$ cat config.mk
export PLATFORM = sky130hd
export DESIGN_NAME = counter_monitor_flat
export DESIGN_NICKNAME = d
export VERILOG_FILES = /design/src/rtl/counter_monitor_if.sv /design/src/rtl/counter_monitor.sv /design/src/flat_wrapper.sv
export SDC_FILE = /design/constraint.sdc
export NUM_CORES = 1
export LEC_CHECK = 0
export ABC_CLOCK_PERIOD_IN_PS = 5350
export CELL_PAD_IN_SITES_DETAIL_PLACEMENT = 2
export CELL_PAD_IN_SITES_GLOBAL_PLACEMENT = 2
export CORE_AREA = 2 2 123 125
export CTS_BUF_LIST = sky130_fd_sc_hd__clkbuf_4 sky130_fd_sc_hd__clkbuf_8
export DETAILED_ROUTE_END_ITERATION = 7
export DIE_AREA = 0 0 125 127
export DONT_BUFFER_PORTS = 1
export PLACE_DENSITY = 0.89
export SETUP_SLACK_MARGIN = 0.4
export SLEW_MARGIN = 20
export SYNTH_ARGS = -nofsm -noshare
export SYNTH_HDL_FRONTEND = slang
export SYNTH_SLANG_ARGS = --single-unit
$ cat constraint.sdc
create_clock -name clk -period 5.35 [get_ports clk]
set_input_delay 0.8025 -clock clk [delete_from_list [all_inputs] [get_ports clk]]
set_output_delay 0.8025 -clock clk [all_outputs]
set_load 0.01 [all_outputs]
$ cat src/rtl/counter_monitor_if.sv
// Stream and status bundle between a counter source and counter_monitor.
//   master: drives in_valid, in_y, clear_err; observes the monitor status.
//   slave : the monitor; observes the stream, drives locked/err/err_sticky/
//           err_count/have_prev/exp_y.
interface counter_monitor_if #(
  parameter int unsigned WIDTH = 64,
  parameter int unsigned CNT_W = 16
);
  logic             in_valid;
  logic [WIDTH-1:0] in_y;
  logic             clear_err;
  logic             locked;
  logic             err;
  logic             err_sticky;
  logic [CNT_W-1:0] err_count;
  logic             have_prev;
  logic [WIDTH-1:0] exp_y;

  modport master (
    output in_valid, in_y, clear_err,
    input  locked, err, err_sticky, err_count, have_prev, exp_y
  );

  modport slave (
    input  in_valid, in_y, clear_err,
    output locked, err, err_sticky, err_count, have_prev, exp_y
  );
endinterface

$ cat src/rtl/counter_monitor.sv
// counter_monitor: checks that a sampled counter stream advances by STEP
// (mod 2^WIDTH) per valid sample; locks after LOCK_N good increments and then
// reports violations as a pulse, a sticky flag and a saturating count.
//   clk, rst : rising-edge clock, synchronous active-high reset
//   mon      : slave side of counter_monitor_if (stream in, status out)
module counter_monitor #(
  parameter int unsigned      WIDTH  = 64,
  parameter logic [WIDTH-1:0] STEP   = WIDTH'(1),
  parameter int unsigned      LOCK_N = 4,
  parameter int unsigned      CNT_W  = 16
) (
  input  logic               clk,
  input  logic               rst,
  counter_monitor_if.slave   mon
);

  localparam int unsigned      RUN_W   = 8;
  localparam logic [CNT_W-1:0] CNT_MAX = '1;

  typedef enum logic [1:0] {IDLE, ACQ, LOCKED} state_t;

  state_t           state_q, state_d;
  logic [RUN_W-1:0] good_run_q, good_run_d;
  logic [WIDTH-1:0] exp_q, exp_d;
  logic             have_prev_q, have_prev_d;
  logic             locked_q, err_q, err_d;
  logic             sticky_q, sticky_d;
  logic [CNT_W-1:0] cnt_q, cnt_d, cnt_base;
  logic             match_c, last_good_c;

  // exp_q always holds prev + STEP, so the match test is a single compare.
  assign match_c     = (mon.in_y == exp_q);
  assign last_good_c = ((RUN_W+1)'(good_run_q) + (RUN_W+1)'(1)) == (RUN_W+1)'(LOCK_N);

  // Next-state and status logic.
  always_comb begin
    state_d     = state_q;
    good_run_d  = good_run_q;
    exp_d       = exp_q;
    have_prev_d = have_prev_q;
    err_d       = 1'b0;
    sticky_d    = mon.clear_err ? 1'b0 : sticky_q;
    cnt_base    = mon.clear_err ? '0 : cnt_q;
    cnt_d       = cnt_base;

    if (mon.in_valid) begin
      exp_d = WIDTH'(mon.in_y + STEP);
      unique case (state_q)
        IDLE: begin
          have_prev_d = 1'b1;
          good_run_d  = '0;
          state_d     = ACQ;
        end
        ACQ: begin
          if (!match_c) begin
            good_run_d = '0;
          end else if (last_good_c) begin
            good_run_d = '0;
            state_d    = LOCKED;
          end else begin
            good_run_d = RUN_W'(good_run_q + RUN_W'(1));
          end
        end
        LOCKED: begin
          if (!match_c) begin
            // A violation in the same cycle as clear_err still counts once.
            err_d      = 1'b1;
            sticky_d   = 1'b1;
            cnt_d      = (cnt_base == CNT_MAX) ? cnt_base : CNT_W'(cnt_base + CNT_W'(1));
            good_run_d = '0;
            state_d    = ACQ;
          end
        end
        default: state_d = IDLE;
      endcase
    end
  end

  // State register; locked is registered from the next state so it falls
  // in the same cycle err rises.
  always_ff @(posedge clk) begin
    if (rst) begin
      state_q     <= IDLE;
      good_run_q  <= '0;
      exp_q       <= STEP;
      have_prev_q <= 1'b0;
      locked_q    <= 1'b0;
      err_q       <= 1'b0;
      sticky_q    <= 1'b0;
      cnt_q       <= '0;
    end else begin
      state_q     <= state_d;
      good_run_q  <= good_run_d;
      exp_q       <= exp_d;
      have_prev_q <= have_prev_d;
      locked_q    <= (state_d == LOCKED);
      err_q       <= err_d;
      sticky_q    <= sticky_d;
      cnt_q       <= cnt_d;
    end
  end

  assign mon.locked     = locked_q;
  assign mon.err        = err_q;
  assign mon.err_sticky = sticky_q;
  assign mon.err_count  = cnt_q;
  assign mon.have_prev  = have_prev_q;
  assign mon.exp_y      = exp_q;

endmodule

$ cat src/flat_wrapper.sv
// flat-port wrapper written by rule: the top's interface ports become plain ports
module counter_monitor_flat 
#(
  parameter int unsigned      WIDTH  = 64,
  parameter logic [WIDTH-1:0] STEP   = WIDTH'(1),
  parameter int unsigned      LOCK_N = 4,
  parameter int unsigned      CNT_W  = 16
)
  (clk, rst, mon_in_valid, mon_in_y, mon_clear_err, mon_locked, mon_err, mon_err_sticky, mon_err_count, mon_have_prev, mon_exp_y);
  counter_monitor_if #(.WIDTH(WIDTH), .CNT_W(CNT_W)) mon_i ();
  input  logic clk;
  input  logic rst;
  input wire logic [$bits(mon_i.in_valid)-1:0] mon_in_valid;
  input wire logic [$bits(mon_i.in_y)-1:0] mon_in_y;
  input wire logic [$bits(mon_i.clear_err)-1:0] mon_clear_err;
  output wire logic [$bits(mon_i.locked)-1:0] mon_locked;
  output wire logic [$bits(mon_i.err)-1:0] mon_err;
  output wire logic [$bits(mon_i.err_sticky)-1:0] mon_err_sticky;
  output wire logic [$bits(mon_i.err_count)-1:0] mon_err_count;
  output wire logic [$bits(mon_i.have_prev)-1:0] mon_have_prev;
  output wire logic [$bits(mon_i.exp_y)-1:0] mon_exp_y;
  assign mon_i.in_valid = mon_in_valid;
  assign mon_i.in_y = mon_in_y;
  assign mon_i.clear_err = mon_clear_err;
  assign mon_locked = mon_i.locked;
  assign mon_err = mon_i.err;
  assign mon_err_sticky = mon_i.err_sticky;
  assign mon_err_count = mon_i.err_count;
  assign mon_have_prev = mon_i.have_prev;
  assign mon_exp_y = mon_i.exp_y;
  counter_monitor #(.WIDTH(WIDTH), .STEP(STEP), .LOCK_N(LOCK_N), .CNT_W(CNT_W)) u_core (.clk(clk), .rst(rst), .mon(mon_i));
endmodule
==> impl_metrics.toml, run 1 <==
[cts]
tritoncts = "yes"
clk_latency_ps = 390
cts_resized = 0
clock_path_buffers = 2
cts_setup_buffers = 0
numCtsBuffers = 9
clk_pin_slew_ps = 100
cts.sinks = 94
cts_root_buf = "clkbuf_8"
cts.htree.levels = 3
cts_hold_buf = 0

[die]
core.rowCount = 44
dieArea_um2 = 15900
ioPinCount = 152
core_um2 = 14400
die_x_um = 125
fp.dieH_um = 127
start_util_pct = 40.7

[detailed_routing]
met2_length_um = 11000
highest-signal-layer = "met4"
via_per_inst = 6.37
drc = 0
wl_met1_um = 8560
wl_met3_um = 1640
drtAntennaViolNets = 0
drt_wl_total_um = 21800
routedWlPerCell_um = 25.2
dr.pass1.iters = 4
drt-initial-drc-count = 285
num_vias = 5516

[yosys]
synth-main-ff-cell = "dfxtp_1"
yosysUniqueCellTypes = 52
synth_top_area_share_pct = 32.0
synth_nets = 781
postSynthAreaPerCell_um2 = 8.27
synthTopCellsByArea = "dfxtp_1 32%, xnor2_1 12%, a211oi_1 6.8%, xor2_1 6.7%, nand4_1 5.8%"
yosysSeqAreaShare_pct = 32.0
yosysWarnings = 0
synth_largest_area_cell = "dfxtp_1"
synth_cells = 710
synth_edf_count = 0
syn-cell-area_um2 = 5870
synthArstFlopShare_pct = 0
ys_ff_latch = 94

[setup_path]
r2r-end = "u_core.good_run_q[7]"
end_kind = "flip-flop"
max_stage_delay_ps = 890
cp_slowest_cell = "and4_1"
crit_required_ps = 5620
crit_buf_inv = 0
cp.arrival_ps = 3160
critical_path.max_fanout = 28
cp_cell_sequence = "xnor2_1 > nand4_1 > nor4_1 > and4_1 > nor2_1 > o311a_1"
critPathLaunchType = "flip-flop"
reg2reg_from = "u_core.mon.exp_y[27]"
crit_family = "simple AND/OR/NAND/NOR gates"
reg2regPathDepth = 6
critPathKind = "reg -> reg"
r2r_setup_slack_ps = 2460

[pwr]
ir_worst_vdd_mv = 0.104
power.total_w = 0.00150
power.leakage_nw = 1.94
power_density_nw_per_um2 = 245

[sta]
slew_viol_final = 0
max_freq_mhz = 346
fin_worst_skew_ps = 16.0
rsz0062_at_grt = "no"
hold_viol = 0
setup_viol = 0
slew_headroom_pct = 26.2
fin_setup_tns_ps = 0
min_period_over_period_pct = 54.0
holdWs_ps = 486
fin_crit_ps = 2890
worst_pin_slew_ps = 1100

[min_path]
hold_depth = 1
whs_endpoint = "u_core.mon.err_sticky"
hold_class = "in -> reg"
worstHoldStart = "rst"

[placed_design]
port-buffer-count = 0
placement.cell_area_um2 = 5910
gp_congestion = 0.848
hpwl_um = 15900

[layout]
area_growth_pct = 4.58
drive_gt1_share_pct = 4.55
nets = 748
antenna_cells = 0
stdcell_area_um2 = 6140
nFillCells = 1643

[outcome]
status = "finished, final reports clean"

[grt]
grt_max_degree = 133
first_global_vias = 5975
grt.total_usage_pct = 27.1
overflow = 0
antenna_found_initial = 0
grt_first_pass_wirelength_um = 34100

[job]
cap_violations = 0
[worst register-to-register path, stage by stage, from the launching register on]
cell and delay [ps]:
dfxtp_1 380, xnor2_1 320, nand4_1 190, nor4_1 420
and4_1 890, nor2_1 220, o311a_1 350
[how the worst max path moves through the flow]
stage	from	end	cells after the start	slack, ps
floorplan	mon_clear_err	u_core.mon.err_count[2]	9	2540
global route	u_core.mon.exp_y[33]	u_core.good_run_q[7]	6	2220
detailed placement	mon_in_y[33]	u_core.good_run_q[7]	6	1980
CTS	u_core.mon.exp_y[33]	u_core.good_run_q[7]	6	2410
global placement	mon_in_y[33]	u_core.good_run_q[3]	6	2090
finish	u_core.mon.exp_y[27]	u_core.good_run_q[7]	6	2460
[logic make-up after synthesis]
group | after synthesis | synth area share, %
buf+inv | 55 | 3.88
flops | 94 | 32.0
xor+xnor | 125 | 18.6
mux | 9 | 1.58
compound gates | 116 | 14.1
simple gates | 308 | 29.1
fa+ha+maj | 3 | 0.639
[placed cells by master (no fill, tap or decap), drive strengths merged, types with 4 or more instances in the layout]
cell type	n
or3	6
nand4	56
nor4	12
xor2	45
nor2	84
inv	9
o21ai	11
o311a	4
or4	7
nand3	37
a21oi	17
nor3	11
and2	13
o31ai	7
clkbuf	13
nand2	35
xnor2	80
and3	15
and4	14
nand4b	4
mux2i	7
a211oi	54
nor2b	8
a311oi	5
dfxtp	94
[cell usage after synthesis (11+ instances only)]
cell      instances
and3_1           15
xnor2_1          80
and4_1           12
dfxtp_1          94
a211oi_1         53
nor2_1           84
clkbuf_1         37
xor2_1           45
nor3_1           11
o21ai_0          11
and2_1           13
a21oi_1          17
nand4_1          54
nand3_1          37
nand2_1          35
[state kept, by name, indices dropped and copies added (netlist names)]
signal                 count
u_core.mon.locked          1
u_core.state_q             2
u_core.mon.err             1
u_core.mon.exp_y          64
u_core.mon.have_prev       1
u_core.mon.err_sticky      1
u_core.mon.err_count      16
u_core.good_run_q          8
[per-stage QoR]
step / setup WS, ps / utilization (%) / std cells
finish: 2460 / 42.6 / 866
global route: 2220 / 42.6 / 866
CTS: 2410 / 42.4 / 865
detailed placement: 1980 / 41.0 / 849
global placement: 2090 / 41.0 / 849
floorplan: 2540 / - / 710
[layer usage]
layer / vias to the layer above / global-route usage (%)
met5: - / 0
met4: 0 / 9.74
met3: 41 / 8.71
met2: 163 / 48.5
met1: 2778 / 30.2
li1: 2534 / -
[power by group]
part           total [W]  switching (W)  internal [W]
Sequential      0.000802      0.0000657      0.000736
Clock           0.000527       0.000275      0.000252
Combinational   0.000176      0.0000908     0.0000847
[final cells by class]
class / count / area [µm²] / area share (%)
Clock inverter: 3 / 42.5 / 0.693
Inverter: 10 / 37.5 / 0.611
Sequential cell: 94 / 1880 / 30.6
Multi-Input combinational cell: 561 / 3770 / 61.4
Timing Repair Buffer: 1 / 11.3 / 0.183
Clock buffer: 13 / 166 / 2.71
Tap cell: 184 / 230 / 3.75
Power figures use the tool's default switching activity.
==> inputs of run 2 (changes only) <==
--- a/config.mk
+++ b/config.mk
@@ -5,15 +5,15 @@
 export SDC_FILE = /design/constraint.sdc
 export NUM_CORES = 1
 export LEC_CHECK = 0
-export ABC_CLOCK_PERIOD_IN_PS = 5350
+export ABC_CLOCK_PERIOD_IN_PS = 2900
 export CELL_PAD_IN_SITES_DETAIL_PLACEMENT = 2
 export CELL_PAD_IN_SITES_GLOBAL_PLACEMENT = 2
-export CORE_AREA = 2 2 123 125
+export CORE_AREA = 2 2 128 130
 export CTS_BUF_LIST = sky130_fd_sc_hd__clkbuf_4 sky130_fd_sc_hd__clkbuf_8
 export DETAILED_ROUTE_END_ITERATION = 7
-export DIE_AREA = 0 0 125 127
+export DIE_AREA = 0 0 130 132
 export DONT_BUFFER_PORTS = 1
-export PLACE_DENSITY = 0.89
+export PLACE_DENSITY = 0.83
 export SETUP_SLACK_MARGIN = 0.4
 export SLEW_MARGIN = 20
 export SYNTH_ARGS = -nofsm -noshare
==> constraint.sdc (replaced) <==
create_clock -name clk -period 2.9 [get_ports clk]
set_input_delay 0.435 -clock clk [delete_from_list [all_inputs] [get_ports clk]]
set_output_delay 0.435 -clock clk [all_outputs]
set_load 0.01 [all_outputs]
==> run 2 against run 1 <==
Non-clock buffer count increased by 6; clock power increased by 79%; largest power group unchanged; largest cell class unchanged; routed wire length is 1.1% lower; worst hold slack worse by 370 ps; critical path depth up 1; critical endpoint is now u_core.mon.err_count[2]; sequential power grew 83%; global-route usage is 1.8 points lower; register-to-register slack got worse by 1900 ps; highest routed layer unchanged; final area rose by 1.6%; worst setup slack got worse by 1900 ps; flip-flop and latch count is the same.
==> impl_metrics.toml, run 2 (synthesis gave the netlist of run 1 again) <==
[outcome]
status = "finished, final reports clean"

[setup_path]
reg2reg_from = "u_core.mon.err_count[0]"
end_kind = "flip-flop"
critPathLaunchType = "flip-flop"
max_stage_delay_ps = 510
critical_path.max_fanout = 7
critical_path.startpoint = "u_core.mon.err_count[0]"
crit_required_ps = 3180
critPathKind = "reg -> reg"
cp.arrival_ps = 2660
cp_cell_sequence = "nor2b_2 > ha_1 > and4b_2 > nand3_1 > or4_4 > nand4_1 > mux2_2"
cp_slowest_cell = "or4_4"

[detailed_routing]
highest-signal-layer = "met4"
via_per_inst = 6.04
met2_length_um = 11200
drc = 0
drt-initial-drc-count = 205
num_vias = 5457
wl_met3_um = 1510
wl_met1_um = 8460
drt_wl_total_um = 21600
routedWlPerCell_um = 23.9
dr.pass1.iters = 4
drtAntennaViolNets = 0

[sta]
fin_setup_tns_ps = 0
worst_pin_slew_ps = 724
hold_viol = 0
rsz0062_at_grt = "no"
min_period_over_period_pct = 82.1
slew_headroom_pct = 51.4
setup_slack_ps = 520
slew_viol_final = 0
setup_viol = 0
fin_worst_skew_ps = 12.7
max_freq_mhz = 420
fin_crit_ps = 2380

[placed_design]
hpwl_um = 16200
gp_congestion = 0.867
place_ws_ps = 278
port-buffer-count = 0

[min_path]
hold_class = "in -> reg"
worstHoldStart = "rst"

[cts]
cts.sinks = 94
tritoncts = "yes"
clk_latency_ps = 390
clock_path_buffers = 2
numCtsBuffers = 9
cts_hold_buf = 0
cts_root_buf = "clkbuf_8"
clk_pin_slew_ps = 90
cts.htree.levels = 3

[grt]
grt_first_pass_wirelength_um = 33600
antenna_found_initial = 0
grt.total_usage_pct = 25.3
first_global_vias = 5854
overflow = 0
grt_max_degree = 133

[pwr]
power_density_nw_per_um2 = 439
power.leakage_nw = 1.94
seqPwrFrac_pct = 53.8
intPower_w = 0.00195
p_sw_share_pct = 28.8
combPwrFrac_pct = 11.8
switchingPower_w = 0.000789
ir_worst_vdd_mv = 0.172
p_clk_share_pct = 34.4

[layout]
multi_input_area_um2 = 3780
antenna_cells = 0
area_growth_pct = 6.24
drive_gt1_share_pct = 6.55
final_util_pct = 39.7
mostFrequentLayoutCell = "dfxtp_1"
nFillCells = 1809
largest_reg_flops = 64
seqCellArea_um2 = 1880
final_cell_mix = "92 x dfxtp_1, 83 x nor2_1, 80 x xnor2_1"
nets = 754

[die]
fp.dieH_um = 132
die_x_um = 130
core.rowCount = 46
ioPinCount = 152
start_util_pct = 37.4
core_um2 = 15700
dieArea_um2 = 17200

[job]
cap_violations = 0
## run 2: final timing paths
| check | slack (ps) | cells past startpoint | to |
|---|---|---|---|
| max | 520 | 7 | u_core.mon.err_count[2] |
| min | 120 | 1 | u_core.mon.err_count[0] |
| max reg2reg | 520 | 7 | u_core.mon.err_count[2] |
| min reg2reg | 530 | 2 | u_core.mon.err_sticky |
## run 2: metal layers
| layer | GRT usage (%) | vias to the layer above |
|---|---|---|
| met4 | 6.81 | 0 |
| met2 | 45.0 | 138 |
| met5 | 0 | - |
| li1 | - | 2538 |
| met1 | 28.2 | 2752 |
| met3 | 9.13 | 29 |
## run 2: per-stage QoR
| step | hold slack (ps) | total power [W] | instance area, µm² | instances |
|---|---|---|---|---|
| floorplan | 479 | 0.00175 | 5870 | 710 |
| global placement | 496 | 0.00181 | 6010 | 887 |
| detailed placement | 518 | 0.00183 | 6010 | 887 |
| CTS | 99.6 | 0.00277 | 6220 | 903 |
| global route | 82.8 | 0.00287 | 6240 | 903 |
| finish | 117 | 0.00274 | 6240 | 903 |
## run 2: area by class of cell
class	instances	area share [%]
tap	216	4.33
multi-input combinational	561	60.7
timing repair buffer	7	1.04
clock inverter	3	0.722
clock buffer	12	2.45
inverter	10	0.602
sequential	94	30.2
## run 2: power by group through the flow
stage                     Combinational [W]  Sequential [W]  Clock (W)
final                              0.000324         0.00147   0.000943
after global routing               0.000353         0.00149    0.00103
after CTS                          0.000327         0.00148   0.000972
after detailed placement           0.000323         0.00151          0
after global placement             0.000307         0.00150          0
after floorplan                    0.000280         0.00147          0
## run 2: worst max-delay path, delay by kind of cell (launching register included)
kind,cells,cell delay (ps)
adders and majority gates,1,240
DFF,1,370
and+or+nand+nor,5,1330
muxes,1,340
## run 2: repair_timing
action                                  in CTS  in global routing
pin swaps                                    1                  0
endpoints found under the setup margin       9                 14
setup buffers                                1                  0
hold endpoints to repair                     0                  0
resized for setup                            2                  7
==> inputs of run 3 (changes only) <==
--- a/config.mk
+++ b/config.mk
@@ -5,7 +5,7 @@
 export SDC_FILE = /design/constraint.sdc
 export NUM_CORES = 1
 export LEC_CHECK = 0
-export ABC_CLOCK_PERIOD_IN_PS = 2900
+export ABC_CLOCK_PERIOD_IN_PS = 2300
 export CELL_PAD_IN_SITES_DETAIL_PLACEMENT = 2
 export CELL_PAD_IN_SITES_GLOBAL_PLACEMENT = 2
 export CORE_AREA = 2 2 128 130
==> constraint.sdc (replaced) <==
create_clock -name clk -period 2.3 [get_ports clk]
set_input_delay 0.345 -clock clk [delete_from_list [all_inputs] [get_ports clk]]
set_output_delay 0.345 -clock clk [all_outputs]
set_load 0.01 [all_outputs]
==> run 3 against run 2 <==
The flow now finishes with violations (negative setup slack); sequential share of layout area shrank 5.6 points; cell count grew 10%; worst hold slack lost 110 ps; critical path depth grew 2; global-route usage grew 7.3 points; routed wire length grew 44%; register-to-register slack lost 530 ps.
==> impl_metrics.toml, run 3 (synthesis gave the netlist of run 1 again) <==
[detailed_routing]
dr.pass1.iters = 6
drc = 0
via_per_inst = 6.45
routedWlPerCell_um = 31.1
drtAntennaViolNets = 0
drt_wl_total_um = 31000
num_vias = 6416
drt-initial-drc-count = 412

[placed_design]
place_ws_ps = 9.95
placement.cell_area_um2 = 6500
gp_congestion = 0.831
hpwl_um = 17200
port-buffer-count = 0

[sta]
setup_slack_ps = -7.00
max_freq_mhz = 433
slew_headroom_pct = 55.5
rsz0062_at_grt = "yes"
worst_pin_slew_ps = 668
fin_worst_skew_ps = 30.8
slew_viol_final = 0
hold_viol = 0
fin_crit_ps = 2310
holdWs_ps = 9.31
min_period_over_period_pct = 100
setup_viol = 2
fin_setup_tns_ps = -9.39

[grt]
grt_first_pass_wirelength_um = 42400
grt_max_degree = 133
first_global_vias = 6850
grt.total_usage_pct = 32.6
antenna_found_initial = 0
overflow = 0

[layout]
antenna_cells = 0
area_growth_pct = 35.4
stdcell_area_um2 = 7960
final_util_pct = 50.6
drive_gt1_share_pct = 33.9
final_cell_mix = "79 x nor2_1, 77 x buf_4, 54 x nand4_1, 54 x dfxtp_1, 52 x a211oi_1"
nFillCells = 1609
nets = 845
mostFrequentLayoutCell = "nor2_1"
largest_reg_flops = 64

[job]
cap_violations = 0

[die]
fp.dieH_um = 132
core_um2 = 15700
ioPinCount = 152
dieArea_um2 = 17200
start_util_pct = 37.4
core.rowCount = 46
die_x_um = 130

[setup_path]
critPathKind = "reg -> reg"
critPathLaunchType = "flip-flop"
critical_path.max_fanout = 4
crit_required_ps = 2610
end_kind = "flip-flop"
cp.arrival_ps = 2620

[cts]
tritoncts = "yes"
clock_path_buffers = 2
cts.htree.levels = 3
clk_latency_ps = 430
cts_root_buf = "clkbuf_8"
cts.sinks = 94
clk_pin_slew_ps = 130
numCtsBuffers = 9

[min_path]
hold_class = "in -> reg"

[pwr]
power.leakage_nw = 2.72
power_density_nw_per_um2 = 476
ir_worst_vdd_mv = 0.252

[outcome]
status = "finished with violations"
violations = "negative setup slack"
==> run 3: worst max-delay path, stage by stage, from the launching register on <==
cell and delay, ps:
dfxtp_2 360, nor2b_4 200, ha_4 180, and4b_2 300, nand3_2 110, or4_4 490
buf_6 150, nand4_1 120, or4_1 170, a21oi_1 110
==> run 3: final timing paths <==
| path | end | from | depth (start not counted) | slack, ps |
|---|---|---|---|---|
| setup / recovery | u_core.mon.err_count[6] | u_core.mon.err_count[0] | 9 | -7 |
| hold / removal | u_core.mon.exp_y[61] | mon_in_valid | 1 | 9 |
| setup reg to reg | u_core.mon.err_count[6] | u_core.mon.err_count[0] | 9 | -7 |
| hold reg to reg | u_core.mon.exp_y[28] | u_core.mon.exp_y[28] | 2 | 540 |
==> run 3: routing by layer <==
metal  global-route usage (%)  routed length, µm  up-vias
met4                     15.2               1680        0
met1                     35.3              11400     3262
met3                     9.21               2140      124
li1                         -                  -     2731
met2                     57.9              15800      299
met5                        0                  0        -
==> run 3: per-stage QoR <==
step | power (W) | cells
after global routing | 0.00389 | 995
final | 0.00379 | 995
after detailed placement | 0.00238 | 938
after global placement | 0.00235 | 938
after CTS | 0.00369 | 982
after floorplan | 0.00222 | 710
==> run 3: what timing repair did <==
action / CTS / global route
gates resized for setup: 103 / 79
pin swaps: 35 / 37
endpoints found under the hold margin: 23 / 1
cloned: 3 / 1
hold buffers: 3 / 1
endpoints found under the setup margin: 29 / 29
buffers inserted: 22 / 11
==> run 3: layout make-up <==
| class | count | area, µm² | share of cell area [%] |
|---|---|---|---|
| multi-input combinational | 561 | 4550 | 57.2 |
| timing repair buffer | 98 | 935 | 11.7 |
| clock buffer | 10 | 138 | 1.73 |
| sequential | 94 | 1960 | 24.6 |
| clock inverter | 6 | 68.8 | 0.865 |
| inverter | 10 | 37.5 | 0.472 |
| tap | 216 | 270 | 3.40 |
==> run 3: report_power, final <==
part           internal, W  switching [W]  leakage (nW)
clock network     0.000542       0.000747         0.103
logic             0.000323       0.000329          1.82
registers          0.00171       0.000134         0.792
